<file path="src/rtl/uart_ctrl_pkg.sv">
// Shared types and helpers for the UART transmit-side control blocks.
package uart_ctrl_pkg;

    localparam int unsigned BYTE_W = 8;

    typedef enum logic [1:0] {
        IDLE,
        LOAD,
        WAIT_BUSY,
        WAIT_DONE
    } sched_state_t;

    // Counter width able to hold the value tmo_cycles itself.
    function automatic int unsigned TMO_W(input int unsigned tmo_cycles);
        return $clog2(tmo_cycles + 1);
    endfunction

endpackage

</file>
<file path="src/rtl/uart_tx_sched_rr_arbiter.sv">
// Combinational round-robin arbiter: first asserted request at or after ptr, wrapping.
module rr_arbiter #(
    parameter int unsigned NREQ  = 4,
    parameter int unsigned PTR_W = 2
) (
    input  logic [NREQ-1:0]  req_i,
    input  logic [PTR_W-1:0] ptr_i,
    output logic [NREQ-1:0]  gnt_o
);

    logic             found;
    logic [PTR_W-1:0] idx;

    always_comb begin
        gnt_o = '0;
        found = 1'b0;
        idx   = '0;
        for (int unsigned i = 0; i < NREQ; i++) begin
            idx = PTR_W'((32'(ptr_i) + i) % NREQ);
            if (!found && req_i[idx]) begin
                gnt_o[idx] = 1'b1;
                found      = 1'b1;
            end
        end
    end

endmodule

</file>
<file path="src/rtl/uart_tx_sched.sv">
// Round-robin scheduler sharing one UART transmitter among NREQ byte producers,
// with per-owner packet locking and a frame-completion watchdog.
module uart_tx_sched
    import uart_ctrl_pkg::*;
#(
    parameter int unsigned NREQ       = 4,
    parameter int unsigned TMO_CYCLES = 32
) (
    input  logic                     txclk,
    input  logic                     reset,
    input  logic                     en,
    input  logic [NREQ-1:0]          req_valid,
    input  logic [NREQ*BYTE_W-1:0]   req_data,
    input  logic [NREQ-1:0]          req_last,
    output logic [NREQ-1:0]          req_ready,
    output logic [NREQ-1:0]          grant,
    output logic                     busy,
    output logic                     err,
    input  logic                     err_clr,
    output logic [15:0]              frame_cnt,
    output logic                     ld_tx_data,
    output logic [BYTE_W-1:0]        tx_data,
    output logic                     tx_enable,
    input  logic                     tx_empty
);

    localparam int unsigned     PTR_W   = (NREQ > 1) ? $clog2(NREQ) : 1;
    localparam int unsigned     CNT_W   = TMO_W(TMO_CYCLES);
    localparam logic [CNT_W-1:0] TMO_LIM = CNT_W'(TMO_CYCLES);

    sched_state_t       state_q;
    logic               lock_q;
    logic [PTR_W-1:0]   rr_ptr_q;
    logic [PTR_W-1:0]   owner_q;
    logic [CNT_W-1:0]   wd_q;
    logic [15:0]        frame_cnt_q;

    logic [NREQ-1:0]    eligible;
    logic [NREQ-1:0]    win;
    logic [PTR_W-1:0]   arb_ptr;
    logic [PTR_W-1:0]   win_idx;
    logic [BYTE_W-1:0]  win_byte;

    // While locked only the current owner competes, so its index doubles as the pointer.
    assign eligible = lock_q ? (req_valid & grant) : req_valid;
    assign arb_ptr  = lock_q ? owner_q : rr_ptr_q;

    rr_arbiter #(
        .NREQ  (NREQ),
        .PTR_W (PTR_W)
    ) u_arb (
        .req_i (eligible),
        .ptr_i (arb_ptr),
        .gnt_o (win)
    );

    always_comb begin
        win_idx  = '0;
        win_byte = '0;
        for (int unsigned i = 0; i < NREQ; i++) begin
            if (win[i]) begin
                win_idx  = PTR_W'(i);
                win_byte = req_data[i*BYTE_W +: BYTE_W];
            end
        end
    end

    assign tx_enable = en;
    assign frame_cnt = frame_cnt_q;

    always_ff @(posedge txclk or posedge reset) begin
        if (reset) begin
            state_q     <= IDLE;
            lock_q      <= 1'b0;
            rr_ptr_q    <= '0;
            owner_q     <= '0;
            wd_q        <= '0;
            frame_cnt_q <= '0;
            req_ready   <= '0;
            grant       <= '0;
            busy        <= 1'b0;
            err         <= 1'b0;
            ld_tx_data  <= 1'b0;
            tx_data     <= '0;
        end else begin
            ld_tx_data <= 1'b0;
            req_ready  <= '0;
            if (err_clr) err <= 1'b0;
            unique case (state_q)
                IDLE: begin
                    if (!en) begin
                        lock_q <= 1'b0;
                        grant  <= '0;
                    end else if (tx_empty && |win) begin
                        state_q    <= LOAD;
                        busy       <= 1'b1;
                        grant      <= win;
                        owner_q    <= win_idx;
                        ld_tx_data <= 1'b1;
                        req_ready  <= win;
                        tx_data    <= win_byte;
                    end
                end
                LOAD: begin
                    wd_q <= CNT_W'(1);
                    if (req_last[owner_q]) begin
                        lock_q   <= 1'b0;
                        rr_ptr_q <= (owner_q == PTR_W'(NREQ - 1)) ? '0 : owner_q + 1'b1;
                    end else begin
                        lock_q <= 1'b1;
                    end
                    if (en) begin
                        state_q <= WAIT_BUSY;
                    end else begin
                        state_q <= IDLE;
                        busy    <= 1'b0;
                        lock_q  <= 1'b0;
                        grant   <= '0;
                    end
                end
                WAIT_BUSY, WAIT_DONE: begin
                    // Enable drop and watchdog expiry both abandon the frame uncounted.
                    if (!en || wd_q == TMO_LIM) begin
                        if (en) err <= 1'b1;
                        state_q <= IDLE;
                        busy    <= 1'b0;
                        lock_q  <= 1'b0;
                        grant   <= '0;
                    end else if (state_q == WAIT_BUSY && !tx_empty) begin
                        state_q <= WAIT_DONE;
                        wd_q    <= wd_q + 1'b1;
                    end else if (state_q == WAIT_DONE && tx_empty) begin
                        frame_cnt_q <= frame_cnt_q + 16'd1;
                        state_q     <= IDLE;
                        busy        <= 1'b0;
                        if (!lock_q) grant <= '0;
                    end else begin
                        wd_q <= wd_q + 1'b1;
                    end
                end
                default: state_q <= IDLE;
            endcase
        end
    end

endmodule
</file>
<file path="config.mk">
export PLATFORM = sky130hd
export DESIGN_NAME = uart_tx_sched
export DESIGN_NICKNAME = d
export VERILOG_FILES = /design/src/rtl/uart_ctrl_pkg.sv /design/src/rtl/uart_tx_sched_rr_arbiter.sv /design/src/rtl/uart_tx_sched.sv
export SDC_FILE = /design/constraint.sdc
export NUM_CORES = 1
export LEC_CHECK = 0
export BUFFER_PORTS_ARGS = -buffer_cell sky130_fd_sc_hd__buf_4
export CORE_UTILIZATION = 55
export CTS_CLUSTER_DIAMETER = 120
export DETAILED_ROUTE_END_ITERATION = 10
export PLACE_DENSITY = 0.92
export SLEW_MARGIN = 25
export SYNTH_ARGS = -nofsm -noshare
export SYNTH_HDL_FRONTEND = slang
export SYNTH_SLANG_ARGS = --single-unit
</file>
<file path="constraint.sdc">
create_clock -name txclk -period 4.9 [get_ports txclk]
set_input_delay 1.47 -clock txclk [delete_from_list [all_inputs] [get_ports txclk]]
set_output_delay 1.47 -clock txclk [all_outputs]
set_load 0.05 [all_outputs]
</file>
==> impl_metrics.json <==
{
  "die_width_microns": 75.2,
  "num_antenna_cells": 0,
  "mostFrequentLayoutCell": "buf_4",
  "post-route-util_pct": 71.5,
  "core_region_area_sq_um": 5140,
  "period_needed_ps": 3770,
  "drt_iter0_drc": 118,
  "netlist_area_sq_um": 2950,
  "worst-endpoint-required_ps": 5120,
  "crit_buf_inv": 3,
  "io-pin-count": 81,
  "synth_flop_cell": "dfrtp_1",
  "grt_antenna_before_repair": 0,
  "hp-class": "register to register",
  "internal_power_mw": 1.25,
  "p_seq_share_pct": 24.9,
  "area_delta_synth_final_pct": 24.8,
  "setup_viol": 0,
  "maxSlewViolCount": 0,
  "crit_fanout": 18,
  "cts_resized": 0,
  "drc": 0,
  "final_cell_mix": "82 x buf_4, 48 x dfrtp_1, 29 x nor2_1, 29 x nand2_1, 20 x inv_1",
  "ys_warn_count": 0,
  "tightest_slew_ps": 807,
  "dp.cells": 431,
  "clk_pin_slew_worst_paths_ps": 90,
  "critical_path.top_delay_family": "simple AND/OR/NAND/NOR gates",
  "layout-drive-gt1-share_pct": 31.2,
  "hpwl_mm": 4.86,
  "wl_per_cell_microns": 15.1,
  "worstSetupStartpointType": "input pin",
  "final_antenna_net_count": 0,
  "totalPowerFinal_mw": 2.47,
  "peakVddDrop_mv": 0.363,
  "cts_buffer_depth": 2,
  "die_y_microns": 75.2,
  "via_per_inst": 5.72,
  "dr.pass1.iters": 4,
  "grt_usage_pct": 24.1,
  "holdWs_ps": 486,
  "finalCritPeriodShare_pct": 76.9,
  "synth_edf_count": 0,
  "ys_async_sr_fraction_pct": 100,
  "p_leak_nw": 1.80,
  "ys_seq_area_share_pct": 40.8,
  "p_clk_share_pct": 12.1,
  "combPwrFrac_pct": 63.0,
  "yosysUniqueCellTypes": 54,
  "end_kind": "register",
  "synth_seq_cells": 48,
  "maxCapViolCount": 0,
  "routed_wl_mm": 6.62,
  "initial_core_util_pct": 57.3,
  "nets": 425,
  "portBuffers": 80,
  "critPathSlowestCell": "mux4_2",
  "swShare_pct": 49.4,
  "power.switching_mw": 1.22,
  "path_cells": "buf_4, inv_1, nor2_1, mux4_2, and3_1, a2111oi_4, buf_4, and4b_1, nand2_1, a31oi_1",
  "worst-endpoint-arrival_ps": 3980,
  "ctsRootBufferMaster": "clkbuf_8",
  "post_cts_buffers": 0,
  "gp_congestion": 0.847,
  "dp_slack_ps": 823,
  "vias": 2509,
  "slew_headroom_pct": 46.1,
  "max_stage_delay_ps": 570,
  "critPathKind": "input pin to register",
  "syn_nets": 349,
  "placed_cell_area_sq_um": 3550,
  "cts_hold_buf": 0,
  "fmax_mhz": 266,
  "grt_pass1_vias": 2257,
  "cpMostUsedCell": "buf_4",
  "syn_inst": 292,
  "cellPowerDensity_nw_per_um2": 671,
  "cts_sinks": 48,
  "finalNonFillerCells": 439,
  "htreeDepth": 2,
  "clock_skew_ps": 8.10,
  "row_count": 26,
  "worst_slack_ps": 1130,
  "tritoncts": "built",
  "cts_buffers": 5,
  "clk_latency_ps": 300,
  "run_status": "completed",
  "overflow": 0,
  "grt_pass1_wl_mm": 10.4,
  "finalSetupTns_ps": 0,
  "final_area_sq_um": 3680,
  "rsz0062_at_grt": "false",
  "grt_max_degree": 49,
  "die_area_sq_um": 5650,
  "finalHoldViolations": 0,
  "postSynthAreaPerCell_sq_um": 10.1
}
-- flip-flops by register name (all words and copies together), names as in the netlist --
register	count
busy	1
lock_q	1
state_q	2
err	1
req_ready	4
frame_cnt	16
rr_ptr_q	2
grant	4
owner_q	2
tx_data	8
ld_tx_data	1
wd_q	6
-- kinds of logic (layout without fill, tap and decap cells) --
group,after synthesis,after routing,synth area share (%)
AOI/OAI and AO/OA,63,63,19.4
buffers and inverters,35,112,6.11
adders and majority gates,12,12,5.10
xor gates and xnor gates,18,18,5.35
and+or+nand+nor,109,109,18.9
DFF,48,48,40.8
muxes,7,7,4.29
-- final cells by class --
| type | instances | area [sq um] |
|---|---|---|
| timing repair buffer | 82 | 616 |
| clock buffer | 6 | 82.6 |
| sequential | 48 | 1200 |
| inverter | 22 | 86.3 |
| fill | 399 | 1460 |
| tap | 70 | 87.6 |
| clock inverter | 2 | 38.8 |
| multi-input combinational | 209 | 1570 |
-- layer usage --
| layer | GRT usage (%) | vias to the layer above | routed length (microns) | share of wire, % |
|---|---|---|---|---|
| li1 | - | 1201 | - | - |
| met1 | 32.0 | 1201 | 2900 | 44 |
| met2 | 40.4 | 102 | 3260 | 49 |
| met3 | 5.76 | 5 | 404 | 6.1 |
| met4 | 5.35 | 0 | 55 | 0.83 |
| met5 | 0 | - | 0 | 0 |
-- synth_stat cells, drive strengths merged, types with 3 or more instances --
cell type | n | area (sq um)
a21oi | 4 | 20.0
nor2 | 29 | 109
mux4 | 3 | 67.6
dfrtp | 48 | 1200
nand4 | 6 | 37.5
nand2b | 6 | 37.5
ha | 12 | 150
a21o | 4 | 30.0
buf | 9 | 80.1
xnor2 | 10 | 87.6
nor3 | 4 | 20.0
and3 | 14 | 97.6
o21ai | 11 | 58.8
nor2b | 6 | 42.5
o22ai | 7 | 43.8
xor2 | 8 | 70.1
a2111oi | 7 | 138
a2111o | 3 | 33.8
a41oi | 3 | 52.6
inv | 22 | 85.1
nor4 | 3 | 25.0
clkbuf | 4 | 15.0
nand3 | 5 | 25.0
a31oi | 11 | 68.8
nand2 | 30 | 120
-- power groups by stage --
| stage | clock, mW | combinational, mW | sequential (mW) |
|---|---|---|---|
| 3_3_place_gp | 0 | 1.49 | 0.614 |
| 3_5_place_dp | 0 | 1.54 | 0.615 |
| 5_1_grt | 0.325 | 1.68 | 0.626 |
| 4_1_cts | 0.304 | 1.54 | 0.611 |
| 2_1_floorplan | 0 | 1.05 | 0.818 |
| 6_report | 0.299 | 1.55 | 0.614 |
-- worst paths after layout --
check,start,end,slack (ps),cells after the start
min in group asynchronous,reset,wd_q[0]$_DFFE_PP0P_,1300,2
setup reg to reg,lock_q$_DFFE_PP0P_,tx_data[6]$_DFFE_PP0P_,1260,9
max in group asynchronous,reset,owner_q[0]$_DFFE_PP0P_,3120,2
setup / recovery,req_valid[3],tx_data[6]$_DFFE_PP0P_,1130,10
hold / removal,frame_cnt[15]$_DFFE_PP0P_,frame_cnt[15]$_DFFE_PP0P_,490,1
hold reg to reg,frame_cnt[15]$_DFFE_PP0P_,frame_cnt[15]$_DFFE_PP0P_,490,1
-- worst reg2reg max path: stages, from the launching register on --
cell       delay, ps
dfrtp_1          580
mux2i_4          540
ha_1             370
mux4_2           400
and3_1           240
a2111oi_4        500
buf_4            300
and4b_1          350
nand2_1           90
a31oi_1          190
No activity file was read; power rests on OpenSTA's default activity.
